--- src/rtl/tdm_demux_2ch_pkg.sv ---
// Shared frame definitions for the two-channel 1-bit TDM link.
// Used by both the serializer and the deserializer so the frame format matches.
package tdm_pkg;

   localparam int TDM_WIDTH = 8;
   localparam int TDM_WMIN  = 2;
   localparam int TDM_WMAX  = 16;

   typedef enum logic {
      ST_IDLE = 1'b0,
      ST_RECV = 1'b1
   } tdm_state_e;

   // Slots per frame: A and B interleaved, one bit each per pair of slots.
   function automatic int frame_len(input int w);
      return 2 * w;
   endfunction

endpackage

--- src/rtl/tdm_demux_2ch_if.sv ---
// Serial link bundle between the TDM source and the two-channel deserializer.
// The source drives din/din_valid/frame_sync; the deserializer drives the rest.
interface tdm_demux_2ch_if
   import tdm_pkg::*;
#(
   parameter int WIDTH = TDM_WIDTH
);

   logic             din;
   logic             din_valid;
   logic             frame_sync;
   logic             sel;
   logic [WIDTH-1:0] a_out;
   logic [WIDTH-1:0] b_out;
   logic             out_valid;
   logic             sync_err;

   modport master (
      output din, din_valid, frame_sync,
      input  sel, a_out, b_out, out_valid, sync_err
   );

   modport slave (
      input  din, din_valid, frame_sync,
      output sel, a_out, b_out, out_valid, sync_err
   );

endinterface

--- src/rtl/tdm_demux_2ch_deint_shift.sv ---
// Serial-in partial-word shift register for one deinterleaved channel.
// Clear and enable together restart the word with the incoming bit.
module deint_shift #(
   parameter int W = 7
) (
   input  logic         clk,
   input  logic         rst,
   input  logic         i_en,
   input  logic         i_clr,
   input  logic         i_d,
   output logic [W-1:0] o_q
);

   logic [W-1:0] r_q;
   logic [W-1:0] w_base;
   logic [W-1:0] w_next;

   assign w_base = i_clr ? '0 : r_q;

   generate
      if (W > 1) begin : g_wide
         assign w_next = {w_base[W-2:0], i_d};
      end else begin : g_bit
         assign w_next = i_d;
      end
   endgenerate

   // Shift on enable; a bare clear empties the partial word.
   always_ff @(posedge clk or posedge rst) begin
      if (rst) begin
         r_q <= '0;
      end else if (i_en) begin
         r_q <= w_next;
      end else if (i_clr) begin
         r_q <= '0;
      end
   end

   assign o_q = r_q;

endmodule

--- src/rtl/tdm_demux_2ch.sv ---
// Two-channel TDM deserializer: splits an A/B interleaved bit stream
// back into parallel words with a one-cycle completion strobe.
module tdm_demux_2ch
   import tdm_pkg::*;
#(
   parameter int WIDTH = TDM_WIDTH
) (
   input  logic            clk,
   input  logic            reset,
   tdm_demux_2ch_if.slave  link
);

   localparam int FLEN = frame_len(WIDTH);
   localparam int SW   = $clog2(FLEN);
   localparam logic [SW-1:0] LAST = SW'(FLEN - 1);

   generate
      if (WIDTH < TDM_WMIN || WIDTH > TDM_WMAX) begin : g_bad_width
         $error("tdm_demux_2ch: WIDTH must be in 2..16");
      end
   endgenerate

   tdm_state_e       r_state;
   logic [SW-1:0]    r_slot;
   logic             r_a_msb;
   logic [WIDTH-1:0] r_a_out;
   logic [WIDTH-1:0] r_b_out;
   logic             r_out_valid;
   logic             r_sync_err;

   logic             w_start;
   logic             w_accept;
   logic             w_last;
   logic             w_sel_eff;
   logic             w_en_a;
   logic             w_en_b;
   logic [WIDTH-2:0] w_sh_a;
   logic [WIDTH-2:0] w_sh_b;

   // A sync bit always restarts at slot 0, whatever slot we were in.
   assign w_start   = link.din_valid & link.frame_sync;
   assign w_accept  = link.din_valid &
                      (link.frame_sync | (r_state == ST_RECV));
   assign w_last    = w_accept & ~w_start & (r_slot == LAST);
   assign w_sel_eff = w_start ? 1'b0 : r_slot[0];
   assign w_en_a    = w_accept & ~w_sel_eff;
   assign w_en_b    = w_accept & w_sel_eff;

   // The A register is one bit short; its MSB is kept in r_a_msb.
   deint_shift #(
      .W (WIDTH - 1)
   ) u_shift_a (
      .clk   (clk),
      .rst   (reset),
      .i_en  (w_en_a),
      .i_clr (w_start),
      .i_d   (link.din),
      .o_q   (w_sh_a)
   );

   deint_shift #(
      .W (WIDTH - 1)
   ) u_shift_b (
      .clk   (clk),
      .rst   (reset),
      .i_en  (w_en_b),
      .i_clr (w_start),
      .i_d   (link.din),
      .o_q   (w_sh_b)
   );

   // Frame FSM, slot counter and registered outputs.
   always_ff @(posedge clk or posedge reset) begin
      if (reset) begin
         r_state     <= ST_IDLE;
         r_slot      <= '0;
         r_a_msb     <= 1'b0;
         r_a_out     <= '0;
         r_b_out     <= '0;
         r_out_valid <= 1'b0;
         r_sync_err  <= 1'b0;
      end else begin
         r_out_valid <= 1'b0;
         r_sync_err  <= 1'b0;
         if (w_accept) begin
            if (w_start) begin
               r_state    <= ST_RECV;
               r_slot     <= SW'(1);
               r_a_msb    <= link.din;
               r_sync_err <= (r_state == ST_RECV) && (r_slot != '0);
            end else if (w_last) begin
               r_state     <= ST_IDLE;
               r_slot      <= '0;
               r_a_out     <= {r_a_msb, w_sh_a};
               r_b_out     <= {w_sh_b, link.din};
               r_out_valid <= 1'b1;
            end else begin
               r_slot <= r_slot + SW'(1);
            end
         end
      end
   end

   assign link.sel       = r_slot[0];
   assign link.a_out     = r_a_out;
   assign link.b_out     = r_b_out;
   assign link.out_valid = r_out_valid;
   assign link.sync_err  = r_sync_err;

endmodule

--- src/flat_wrapper.sv ---
// flat-port wrapper written by rule: the top's interface ports become plain ports
module tdm_demux_2ch_flat import tdm_pkg::*;
#(
   parameter int WIDTH = TDM_WIDTH
)
  (clk, reset, link_din, link_din_valid, link_frame_sync, link_sel, link_a_out, link_b_out, link_out_valid, link_sync_err);
  tdm_demux_2ch_if #(.WIDTH(WIDTH)) link_i ();
  input  logic clk;
  input  logic reset;
  input wire logic [$bits(link_i.din)-1:0] link_din;
  input wire logic [$bits(link_i.din_valid)-1:0] link_din_valid;
  input wire logic [$bits(link_i.frame_sync)-1:0] link_frame_sync;
  output wire logic [$bits(link_i.sel)-1:0] link_sel;
  output wire logic [$bits(link_i.a_out)-1:0] link_a_out;
  output wire logic [$bits(link_i.b_out)-1:0] link_b_out;
  output wire logic [$bits(link_i.out_valid)-1:0] link_out_valid;
  output wire logic [$bits(link_i.sync_err)-1:0] link_sync_err;
  assign link_i.din = link_din;
  assign link_i.din_valid = link_din_valid;
  assign link_i.frame_sync = link_frame_sync;
  assign link_sel = link_i.sel;
  assign link_a_out = link_i.a_out;
  assign link_b_out = link_i.b_out;
  assign link_out_valid = link_i.out_valid;
  assign link_sync_err = link_i.sync_err;
  tdm_demux_2ch #(.WIDTH(WIDTH)) u_core (.clk(clk), .reset(reset), .link(link_i));
endmodule
--- config.mk ---
export PLATFORM = sky130hd
export DESIGN_NAME = tdm_demux_2ch_flat
export DESIGN_NICKNAME = d
export VERILOG_FILES = /design/src/rtl/tdm_demux_2ch_pkg.sv /design/src/rtl/tdm_demux_2ch_if.sv /design/src/rtl/tdm_demux_2ch_deint_shift.sv /design/src/rtl/tdm_demux_2ch.sv /design/src/flat_wrapper.sv
export SDC_FILE = /design/constraint.sdc
export NUM_CORES = 1
export LEC_CHECK = 0
export BUFFER_PORTS_ARGS = -buffer_cell sky130_fd_sc_hd__buf_2
export CAP_MARGIN = 20
export CORE_UTILIZATION = 55
export DETAILED_ROUTE_END_ITERATION = 12
export PLACE_DENSITY = 0.77
export SLEW_MARGIN = 5
export SYNTH_ARGS = -nofsm -noshare
export SYNTH_HDL_FRONTEND = slang
export SYNTH_SLANG_ARGS = --single-unit
--- constraint.sdc ---
create_clock -name clk -period 1.7 [get_ports clk]
set_input_delay 0.17 -clock clk [delete_from_list [all_inputs] [get_ports clk]]
set_output_delay 0.17 -clock clk [all_outputs]
set_load 0.05 [all_outputs]
==> flow_summary.json <==
{
  "status": "complete, but fails checks",
  "violations": "design-rule violations",
  "synth_nets": 144,
  "cts_buffers": 5,
  "leftover_overflow_at_the_end_of_global_routing": 0,
  "final.setup.tns_ns": 0,
  "rsz0062_at_grt": "no",
  "startpoint": "u_core.r_slot[1]",
  "ys_top_cells_by_area": "dfrtp_1 57%, mux2_4 7.3%, mux2_2 6.8%",
  "grt_start_max_net_pins": 39,
  "min_path_type": "in2reg",
  "detailed_place_hpwl_um": 1867,
  "die_ar_um2": 3233,
  "critical_path.max_fanout": 18,
  "worst_pin_slew_ns": 0.4549,
  "p_sw_frac": 0.2569,
  "hold_path.startpoint": "link_din",
  "cts_max_path_buffers": 2,
  "post-route-worst-setup-slack_ns": 0.1962,
  "vias_per_cell": 5.315,
  "design.core.area_um2": 2805,
  "cp-end-kind": "register",
  "fin_nets": 172,
  "share_of_final_layout_standard_cells_stronger_than_drive_strength_1": 0.3554,
  "critical_path_arrival_ns": 1.72,
  "cts-htree-levels": 2,
  "share_comb_of_total_power": 0.117,
  "max_freq_mhz": 665.0,
  "drtAntennaViolNets": 0,
  "postPlaceCellArea_um2": 1805,
  "ys_types": 23,
  "gpl.final_weighted_congestion": 0.7437,
  "die-width_um": 56.86,
  "cpMaxStageDelayCell": "dfrtp_1",
  "timing.max_cap.violations": 0,
  "crit_required_ns": 1.91,
  "clk_latency_ns": 0.32,
  "initial_antenna_violation_count": 0,
  "mappedNetlistArea_um2": 1655,
  "detailed_route_drc_error_count": 6,
  "tritoncts_clock_tree": "built",
  "detailedPlace.worstSlack_ns": 0.2048,
  "worst_path_dominant_cell_family": "flip-flops",
  "total_switching_power_mw": 0.4760,
  "buffer_ports.inserted": 23,
  "die_height_um": 56.86,
  "syn_inst": 137,
  "cts.root.buffer_cell": "clkbuf_4",
  "final_hold_viol_count": 0,
  "cts_resized": 0,
  "clkSlewWorstSetupHoldPaths_ns": 0.11,
  "synth_top_flop_cell": "dfrtp_1",
  "power-per-cell-area_nw_per_um2": 978.9,
  "period_share": 0.8846,
  "power.clock.fraction": 0.312,
  "worst_ir_drop_on_vdd_mv": 0.6487,
  "finalInstanceArea_um2": 1893,
  "synth_top_area_cell": "dfrtp_1",
  "num_vias": 1047,
  "yosysTopAreaCellShare": 0.5745,
  "synth_seq_cells": 38,
  "detailedRoute.firstPassIterationCount": 8,
  "maxSlewViolCount": 0,
  "avgRoutedWirePerCell_um": 13.64,
  "route.final.wire_length_um": 2688,
  "postLayoutCoreUtil": 0.6748,
  "global_route_wire_length_before_repair_um": 4436,
  "boundaryPins": 24,
  "reg_to_reg_startpoint": "u_core.r_slot[1]",
  "max_slew_headroom_at_the_worst_pin": 0.6968,
  "number_of_enable_flip_flop_cells_after_synthesis": 0,
  "flow.area_growth_from_synthesis_pct": 14.36,
  "synth-async-reset-ratio": 1.000,
  "synth-seq-area-share": 0.5745,
  "first_global_vias": 1003,
  "p_int_mw": 1.377,
  "critical_path.max_stage_delay_ns": 0.44,
  "post-layout-total-power_mw": 1.853,
  "clock-skew-final_ns": 0.007811,
  "clkSinkCount": 38,
  "ys_warn_count": 0,
  "period_needed_ns": 1.504,
  "syn-mean-instance-area_um2": 12.08,
  "initial_utilization": 0.5901,
  "crit_type": "reg2reg",
  "crit_chain": "ha_4 -> nand3_2 -> nor2b_4 -> buf_12 -> mux2_2",
  "detailedRoute.firstIterationViolations": 25,
  "grt.total_usage": 0.1879,
  "finalSetupViolCount": 0,
  "power_frac_seq": 0.571,
  "rows": 19,
  "startpoint_kind_of_the_worst_setup_timing_path": "register",
  "p_leak_nw": 0.9697,
  "antenna_cells": 0,
  "cp.buffers_inverters": 1
}
-- power groups by stage --
stage / logic, mW / clock network (mW) / registers [mW]
floorplan: 0.150 / 0 / 1.08
global placement: 0.210 / 0 / 1.06
detailed placement: 0.219 / 0 / 1.07
CTS: 0.221 / 0.599 / 1.06
global route: 0.246 / 0.642 / 1.07
finish: 0.217 / 0.577 / 1.06
-- synthesized netlist by cell type (2+ instances only) --
cell type   n
buf_2       3
mux2i_1     6
buf_6       3
inv_1      10
nand2_1    24
dfrtp_1    38
a21oi_1     4
mux2_4      8
nor2_1      3
o21ai_0    12
mux2_2     10
ha_1        2
nand3_1     4
-- routing by layer --
| metal | global-route usage | up-vias | wire length (µm) |
|---|---|---|---|
| met5 | 0 | - | 0 |
| met4 | 0.1010 | 0 | 36 |
| met3 | 0.06221 | 4 | 119 |
| met2 | 0.3027 | 27 | 1326 |
| met1 | 0.2224 | 504 | 1205 |
| li1 | - | 512 | - |
-- final cells by class --
| cell class | count | area (µm²) |
|---|---|---|
| Clock buffer | 5 | 37.54 |
| Clock inverter | 3 | 40.04 |
| Fill cell | 233 | 912.1 |
| Inverter | 10 | 37.54 |
| Multi-Input combinational cell | 81 | 611.8 |
| Sequential cell | 38 | 952.2 |
| Tap cell | 31 | 38.79 |
| Timing Repair Buffer | 29 | 175.2 |
-- sequential cells by signal, summed over array words and instances, names as in the netlist --
| signal | flops |
|---|---|
| u_core.u_shift_b.o_q | 7 |
| u_core.r_state | 1 |
| u_core.link.out_valid | 1 |
| u_core.r_slot | 4 |
| u_core.link.sync_err | 1 |
| u_core.r_a_msb | 1 |
| u_core.link.b_out | 8 |
| u_core.u_shift_a.o_q | 7 |
| u_core.link.a_out | 8 |
-- placed cells by master (no fill, tap or decap), types with 2 or more instances in the layout --
master    count
a21oi_1       4
buf_2        23
buf_4         4
clkbuf_4      5
clkinv_2      2
dfrtp_1      37
inv_1        10
mux2_2       10
mux2_4        8
mux2i_1       6
nand2_1      24
nand3_1       3
nor2_1        3
o21ai_0      12
-- tightest hold or removal path, delay by kind of cell --
kind / cells / cell delay (ns)
compound gates: 1 / 0.06
buf+inv: 1 / 0.11
simple gates: 1 / 0.05
-- repair_timing --
action	CTS	global route
hold buffers	1	0
endpoints found under the setup margin	0	0
setup buffers	0	0
endpoints found under the hold margin	38	0
-- stage by stage --
stage / hold WS, ns / cells
final: 0.09022 / 197
after global routing: 0.07184 / 197
after CTS: 0.08293 / 197
after detailed placement: 0.3009 / 188
after global placement: 0.2927 / 188
after floorplan: 0.2868 / 137
-- cell families after synthesis --
| kind of cell | share of synthesized area |
|---|---|
| DFF | 0.5745 |
| adders and majority gates | 0.01511 |
| muxes | 0.1769 |
| and+or+nand+nor | 0.1088 |
| buffers and inverters | 0.06651 |
| AOI/OAI and AO/OA | 0.05821 |
-- worst paths after layout --
kind / slack [ns] / to / depth (start not counted)
worst max-delay path: 0.20 / u_core.link.b_out[1] / 5
worst min-delay path: 0.09 / u_core.u_shift_b.o_q[0] / 3
worst max register to register: 0.20 / u_core.link.b_out[1] / 5
worst min register to register: 0.51 / u_core.link.b_out[5] / 1
max in group asynchronous: 0.87 / u_core.r_slot[0] / 4
min in group asynchronous: 0.48 / u_core.r_slot[2] / 4
Note: power is estimated with default switching activity, not from simulation.
